===== config.mk =====
export PLATFORM = sky130hd
export DESIGN_NAME = read_controller
export DESIGN_NICKNAME = d
export VERILOG_FILES = /design/src/rtl/read_ctrl_pkg.sv /design/src/rtl/read_piso_reg.sv /design/src/rtl/read_controller.sv
export SDC_FILE = /design/constraint.sdc
export NUM_CORES = 1
export LEC_CHECK = 0
export ABC_AREA = 1
export CAP_MARGIN = 15
export CORE_UTILIZATION = 29
export DETAILED_ROUTE_END_ITERATION = 6
export PLACE_DENSITY = 0.51
export SLEW_MARGIN = 10
export SYNTH_ARGS = -nofsm -noshare
export SYNTH_HDL_FRONTEND = slang
export SYNTH_SLANG_ARGS = --single-unit
export TNS_END_PERCENT = 1

===== constraint.sdc =====
create_clock -name iCLK -period 2.11 [get_ports iCLK]
set_input_delay 0.5275 -clock iCLK [delete_from_list [all_inputs] [get_ports iCLK]]
set_output_delay 0.5275 -clock iCLK [all_outputs]
set_load 0.03 [all_outputs]

===== src/rtl/read_ctrl_pkg.sv =====
// Shared constants, state encoding and counter-width helper for the SPI read path.
package read_ctrl_pkg;

    localparam int DATA_WL   = 20;
    localparam int LINES     = 20;
    localparam int FRAME_LEN = 24;
    localparam int ADDR_WL   = 5;

    typedef enum logic [2:0] {
        IDLE,
        FETCH,
        LOAD,
        SHIFT,
        DONE
    } state_t;

    function automatic int slot_wl(input int n);
        return (n > 1) ? $clog2(n) : 1;
    endfunction

    localparam int SLOT_WL = slot_wl(FRAME_LEN);

endpackage


===== src/rtl/read_piso_reg.sv =====
// Parallel-load, MSB-first shift register feeding MISO.
module read_piso_reg
    import read_ctrl_pkg::*;
#(
    parameter int WIDTH = DATA_WL
) (
    input  logic             i_clk,
    input  logic             i_rst,
    input  logic             i_clr,
    input  logic             i_load,
    input  logic             i_shift,
    input  logic [WIDTH-1:0] i_data,
    output logic             o_msb
);

    logic [WIDTH-1:0] r_sr;

    always_ff @(posedge i_clk or posedge i_rst) begin
        if (i_rst) begin
            r_sr <= '0;
        end else if (i_clr) begin
            r_sr <= '0;
        end else if (i_load) begin
            r_sr <= i_data;
        end else if (i_shift) begin
            r_sr <= {r_sr[WIDTH-2:0], 1'b0};
        end
    end

    assign o_msb = r_sr[WIDTH-1];

endmodule


===== src/rtl/read_controller.sv =====
// Line-buffer read controller: fetches line words and serializes them onto MISO.
// Optional macro READ_CONTROLLER_PARITY_EN puts even parity of the word in pad slot DATA_WL.
//   state | meaning
//   IDLE  | waiting for iSTART
//   FETCH | read strobe for line 0
//   LOAD  | line 0 word enters the shift register
//   SHIFT | one bit-slot per iEN; next line prefetched at slot DATA_WL
//   DONE  | one-cycle completion pulse
module read_controller
    import read_ctrl_pkg::*;
(
    input  logic               iCLK,
    input  logic               iRST,
    input  logic               iCLR,
    input  logic               iEN,
    input  logic               iSTART,
    input  logic [DATA_WL-1:0] iRd_DATA,
    output logic               oRd_EN,
    output logic [ADDR_WL-1:0] oRd_ADDR,
    output logic               MISO,
    output logic               oBUSY,
    output logic               oRd_DONE
);

    localparam logic [SLOT_WL-1:0] SLOT_DATA_LAST = SLOT_WL'(DATA_WL - 1);
    localparam logic [SLOT_WL-1:0] SLOT_PAD0      = SLOT_WL'(DATA_WL);
    localparam logic [SLOT_WL-1:0] SLOT_LAST      = SLOT_WL'(FRAME_LEN - 1);
    localparam logic [ADDR_WL-1:0] LINE_LAST      = ADDR_WL'(LINES - 1);

    state_t               r_state;
    state_t               w_state_nxt;
    logic [SLOT_WL-1:0]   r_slot;
    logic [ADDR_WL-1:0]   r_line;
    logic [ADDR_WL-1:0]   r_addr;
    logic [DATA_WL-1:0]   r_hold;
    logic                 r_pf_pend;
    logic                 w_rd_en;
    logic [ADDR_WL-1:0]   w_rd_addr;
    logic [ADDR_WL-1:0]   w_line_nxt;
    logic                 w_load;
    logic [DATA_WL-1:0]   w_load_data;
    logic                 w_shift;
    logic                 w_sr_msb;
    logic                 w_pad_bit;
    logic                 w_miso;

    assign w_line_nxt = r_line + ADDR_WL'(1);

    always_comb begin
        w_state_nxt = r_state;
        w_rd_en     = 1'b0;
        w_rd_addr   = r_addr;
        w_load      = 1'b0;
        w_load_data = iRd_DATA;
        w_shift     = 1'b0;
        case (r_state)
            IDLE: begin
                if (iSTART) w_state_nxt = FETCH;
            end
            FETCH: begin
                w_rd_en     = 1'b1;
                w_rd_addr   = '0;
                w_state_nxt = LOAD;
            end
            LOAD: begin
                w_load      = 1'b1;
                w_state_nxt = SHIFT;
            end
            SHIFT: begin
                if (iEN) begin
                    w_shift = (r_slot < SLOT_DATA_LAST);
                    if (r_slot == SLOT_PAD0 && r_line < LINE_LAST) begin
                        w_rd_en   = 1'b1;
                        w_rd_addr = w_line_nxt;
                    end
                    if (r_slot == SLOT_LAST) begin
                        if (r_line < LINE_LAST) begin
                            w_load      = 1'b1;
                            w_load_data = r_hold;
                        end else begin
                            w_state_nxt = DONE;
                        end
                    end
                end
            end
            DONE: begin
                w_state_nxt = IDLE;
            end
            default: begin
                w_state_nxt = IDLE;
            end
        endcase
        // Clear wins over everything, including a strobe that would fire this cycle.
        if (iCLR) begin
            w_state_nxt = IDLE;
            w_rd_en     = 1'b0;
            w_rd_addr   = r_addr;
            w_load      = 1'b0;
            w_shift     = 1'b0;
        end
    end

    always_ff @(posedge iCLK or posedge iRST) begin
        if (iRST) begin
            r_state   <= IDLE;
            r_slot    <= '0;
            r_line    <= '0;
            r_addr    <= '0;
            r_hold    <= '0;
            r_pf_pend <= 1'b0;
        end else if (iCLR) begin
            r_state   <= IDLE;
            r_slot    <= '0;
            r_line    <= '0;
            r_addr    <= '0;
            r_hold    <= '0;
            r_pf_pend <= 1'b0;
        end else begin
            r_state   <= w_state_nxt;
            r_addr    <= w_rd_addr;
            r_pf_pend <= w_rd_en;
            if (r_pf_pend) r_hold <= iRd_DATA;
            if (r_state == LOAD) begin
                r_slot <= '0;
                r_line <= '0;
            end else if (r_state == SHIFT && iEN) begin
                if (r_slot == SLOT_LAST) begin
                    r_slot <= '0;
                    if (r_line < LINE_LAST) r_line <= w_line_nxt;
                end else begin
                    r_slot <= r_slot + SLOT_WL'(1);
                end
            end
        end
    end

`ifdef READ_CONTROLLER_PARITY_EN
    logic r_par;

    always_ff @(posedge iCLK or posedge iRST) begin
        if (iRST) begin
            r_par <= 1'b0;
        end else if (iCLR) begin
            r_par <= 1'b0;
        end else if (w_load) begin
            r_par <= ^w_load_data;
        end
    end

    assign w_pad_bit = r_par;
`else
    assign w_pad_bit = 1'b0;
`endif

    read_piso_reg #(
        .WIDTH (DATA_WL)
    ) u_piso (
        .i_clk   (iCLK),
        .i_rst   (iRST),
        .i_clr   (iCLR),
        .i_load  (w_load),
        .i_shift (w_shift),
        .i_data  (w_load_data),
        .o_msb   (w_sr_msb)
    );

    always_comb begin
        w_miso = 1'b0;
        if (r_state == SHIFT) begin
            if (r_slot <= SLOT_DATA_LAST) w_miso = w_sr_msb;
            else if (r_slot == SLOT_PAD0) w_miso = w_pad_bit;
        end
    end

    assign MISO     = w_miso;
    assign oRd_EN   = w_rd_en;
    assign oRd_ADDR = w_rd_addr;
    assign oBUSY    = (r_state != IDLE);
    assign oRd_DONE = (r_state == DONE);

endmodule


* Word level (Yosys, flattened, before mapping) *
Cells that the tools add are included.

storage, ports and cells
  bits in registers = 59
  input bits = 25
  output and inout bits = 9
  word-level logic and storage cells = 77

cells by class
  add/sub/neg operators = 2
  order comparisons = 3
  equal/unequal tests = 10
  mux-type cells = 44
  reduce and logical (&&, ||, !) cells = 11

operators by type and width
  operator                                               number
  2-to-1 mux 20 bit                                      9
  2-to-1 mux 5 bit                                       13
  2-to-1 mux 3 bit                                       5
  nonzero test 3 bit                                     5
  2-to-1 mux 1 bit                                       13
  one-hot mux 3 bit (4 select lines)                     1
  adder 5 x 1 -> 5 bit, second input constant            2
  equality test 5 bit, second input constant             2
  less-than comparator 5 bit, second input constant      2
  one-hot mux 5 bit (2 select lines)                     1
  inequality test 3 bit, second input constant           3
  equality test 3 x 2 -> 1 bit, second input constant    2
  <= comparator 5 bit, second input constant             1
  one-hot mux 1 bit (2 select lines)                     2
  AND reduction 4 bit                                    1
  equality test 3 x 1 -> 1 bit, second input constant    1
  equality test 3 bit, second input constant             1
  zero test 3 bit                                        1
  inequality test 3 x 2 -> 1 bit, second input constant  1
  AND reduction 3 bit                                    1
  logical AND 1 bit                                      2
  nonzero test 2 bit                                     1

* Longest topological paths before layout *
  word-level depth = 8
  mapped depth = 13
  depth with buffers taken out = 12

* By module *
A second synthesis with hierarchy kept.

second synthesis, totals
  cells, all modules = 449
  area total of the unflattened synthesis = 3402.0 um^2

by module, submodules not included
  module           instances  cells an instance  area an instance (um^2)
  read_controller  1          296                2362.3
  read_piso_reg    1          153                1039.7

* Least setup slack after synthesis *
Ideal clock, no wire load.

  kind = input to output
  from = input iCLR
  to = output oRd_EN
  data arrival time = 1714 ps
  setup slack = -132 ps
  stages = 3
  buffers on the path = 2
  cell sequence = clkbuf_1 > clkbuf_1 > a211oi_1

between the ends
  longest elaborated chain between the ends = 1

ends and longest elaborated chain
  what                RTL line               RTL
  start: declaration  read_controller.sv:14  input logic iCLR,
  2-to-1 mux 1 bit    read_controller.sv:94  if (iCLR) begin
  end: declaration    read_controller.sv:18  output logic oRd_EN,

Every way passes these cells.

* Final worst setup path *
  from = register r_slot[3]
  to = output oRd_ADDR[3]

between the ends
  longest elaborated chain between the ends = 6

ends and longest elaborated chain
  what                                RTL line                RTL
  start: declaration                  read_controller.sv:32   logic [SLOT_WL-1:0] r_slot;
  start signal: assignment            read_controller.sv:131  r_slot <= r_slot + SLOT_WL'(1);
  equality test 5 bit                 n/a
  logical AND 1 bit                   read_controller.sv:72   if (r_slot == SLOT_PAD0 && r_line < LINE_LAST) begin
  2-to-1 mux 5 bit                    read_controller.sv:72
  2-to-1 mux 5 bit                    read_controller.sv:70   if (iEN) begin
  one-hot mux 5 bit (2 select lines)  read_controller.sv:56   case (r_state)
  2-to-1 mux 5 bit                    read_controller.sv:94
  end: declaration                    read_controller.sv:19   output logic [ADDR_WL-1:0] oRd_ADDR,

Every way passes these cells.

==> results.toml <==
[clocking]
clkTransAtPathRegs_ns = 0.05
cts_buffer_depth = 2
ctsHoldBuffers = 0
cts_buffers = 9
cts_tree = "done"
clock-sinks = 59
h-tree-depth = 3
root_buffer = "clkbuf_16"
clock_latency_ns = 0.32

[grt]
grt_max_degree = 43
grt_pass1_wl_mm = 14.3
globalRouteMet1Util_pct = 21.3
use_met2_pct = 24.6
grt_usage_pct = 15.7
grt_pass1_vias = 2959
antenna_found_initial = 0
met3_usage_pct = 3.77
grt-ovfl-total = 0
busiest_layer = "met2"

[setup_path]
r2r_cells = 15
crit_required_ns = 1.58
cp-end-kind = "primary output"
reg2reg_setup_slack_ns = 0.18
path_class = "reg2out"
path_max_fanout = 5
r2r_end = "u_piso.r_sr[15]"
timing.rr.start = "r_slot[0]"
crit_arrival_ns = 1.80
start_kind = "flip-flop"

[timing]
setup_tns_ns = -1.22
holdWs_ns = 0.478
finalCriticalPeriod_ns = 2.33
relSlewSlack_pct = 71.6
finalHoldViolations = 0
finalClockSkew_ns = 0.00846
finalSetupViolCount = 7
worst_pin_slew_ns = 0.426
maxSlewViolCount = 0
rsz0062_at_grt = "true"
fin_ws_ns = -0.219
max_freq_mhz = 429
fin_crit_sh_pct = 110

[yosys]
synth_most_common_cell = "nand2_1"
syn_area_um2 = 3300
ys_top_cells_by_count = "209 x nand2_1, 59 x dfrtp_1, 56 x inv_1"
ys_ff_latch = 59
synth_cells = 476
synth_cell_types = 27
synthTopCellsByArea = "dfrtp_1 45%, nand2_1 24%, nand3_1 7.1%"
syn-num-nets = 504
synth.top_cell.area_share_pct = 44.8
syn_area_per_cell_um2 = 6.93
synth_edf_count = 0
synth_ff_type = "dfrtp_1"
yosysSeqAreaShare_pct = 44.8
ys_warn_count = 0
synth_top_area_cell = "dfrtp_1"
ys_async_sr_fraction_pct = 100

[floorplan]
die-height_um = 109
die_x_um = 109
die_area_um2 = 11800
rows = 38
ios = 34
start_util_pct = 30.1
fp.coreArea_um2 = 10900

[placed_design]
place_inst = 656
place_area_um2 = 3950
gp_congestion = 0.817
pre_cts_slack_ns = -0.222
dp_hpwl_mm = 5.57
io_buffer_count = 33

[route]
drc = 0
vias_per_cell = 4.54
dr.pass1.iters = 4
wl_per_cell_um = 12.5
vias = 3061
drtIter0Drc = 108
antenna_left = 0
totalWireLength_mm = 8.42

[finish]
finalNonFillerCells = 674
fillerInstances = 1177
utilization_pct = 39.6
diodes = 0
final_cell_area_um2 = 4340
multi_input_area_um2 = 1560
area_delta_synth_final_pct = 31.5
drive_above_1_share_pct = 14.8
fin_nets = 557
regArea_um2 = 1480

[hold_path]
hold_depth = 2
hp-start = "u_piso.r_sr[6]"
hold_end = "u_piso.r_sr[6]"
hold_class = "reg2reg"

[power]
p_leak_nw = 2.26
p_total_mw = 3.23
cellPowerDensity_nw_per_um2 = 744
max-vdd-ir-drop_mv = 0.354

[run_status]
failed_checks = "setup timing"
status = "complete, but fails checks"

[run]
drv_cap = 0
==> per-layer routing <==
layer / routed length [µm] / up-vias
met1: 4340 / 1420
met2: 3630 / 61
met5: 0 / -
met4: 119 / 0
met3: 331 / 9
li1: - / 1571
==> layout make-up <==
| type | instances | area share, % |
|---|---|---|
| Clock inverter | 4 | 1.15 |
| Tap cell | 140 | 4.04 |
| Sequential cell | 59 | 34.1 |
| Clock buffer | 12 | 5.69 |
| Multi-Input combinational cell | 339 | 36.0 |
| Inverter | 56 | 4.91 |
| Timing Repair Buffer | 64 | 14.2 |
==> registers in the layout, summed over array words and instances (netlist names) <==
name         flops
r_pf_pend        1
u_piso.r_sr     20
r_slot           5
r_addr           5
r_state          3
r_hold          20
r_line           5
==> worst max-delay path, cell delays in order (launching register included) <==
cell and delay (ns):
dfrtp_1 0.39, inv_1 0.09, nand2_2 0.06, inv_2 0.06
nand3_2 0.08, nor2_2 0.13, nand2_2 0.11, o21ai_0 0.20
nand2_1 0.08, nand2_1 0.08, nand2_1 0.07, buf_6 0.14
==> cells by family (layout without fill, tap and decap cells) <==
group,after synthesis,after routing,synth area share (%)
xor+xnor,4,4,1.06
fa+ha+maj,3,3,1.14
flops,59,59,44.8
simple gates,288,288,35.7
compound gates,44,44,7.55
buf+inv,78,136,9.75
==> how the worst max path moves through the flow <==
stage          startpoint           to  slack, ns  cells past startpoint
5_1_grt         r_slot[0]  oRd_ADDR[1]      -0.34                     10
6_report        r_slot[3]  oRd_ADDR[3]      -0.22                     11
3_5_place_dp          iEN  oRd_ADDR[0]      -0.22                      9
3_3_place_gp          iEN  oRd_ADDR[0]      -0.20                      9
4_1_cts         r_slot[0]       oRd_EN      -0.24                      8
2_1_floorplan        iRST    r_addr[0]       0.13                      1
==> power breakdown <==
group          internal (mW)  leakage [nW]  total (mW)  switching, mW
Clock                  0.944         0.139        1.45          0.502
Combinational          0.208          1.30       0.540          0.331
Sequential              1.19         0.817        1.24         0.0488
Total                   2.34          2.26        3.23          0.882
==> layout by cell type, fill, tap and decap left out, drive strengths merged <==
cell and instances:
nand2 213, dfrtp 59, inv 56, nand3 47, buf 38, o21ai 33
clkdlybuf4s50 24, nor2 24, clkbuf 12, xor2 3, o22ai 3, ha 3
a21oi 2, nor3 2, clkinvlp 2, dlygate4sd2 2, a31oi 2, a21boi 1
nand4 1, or2 1, xnor2 1, a31o 1, a211oi 1, o32ai 1
bufinv 1, clkinv 1
==> timing repair <==
action,4_1_cts,5_1_grt
endpoints found under the setup margin,9,10
resized for setup,13,14
pin swaps,2,7
cloned,0,0
setup buffers,0,2
Note: power is estimated with default switching activity, not from simulation.
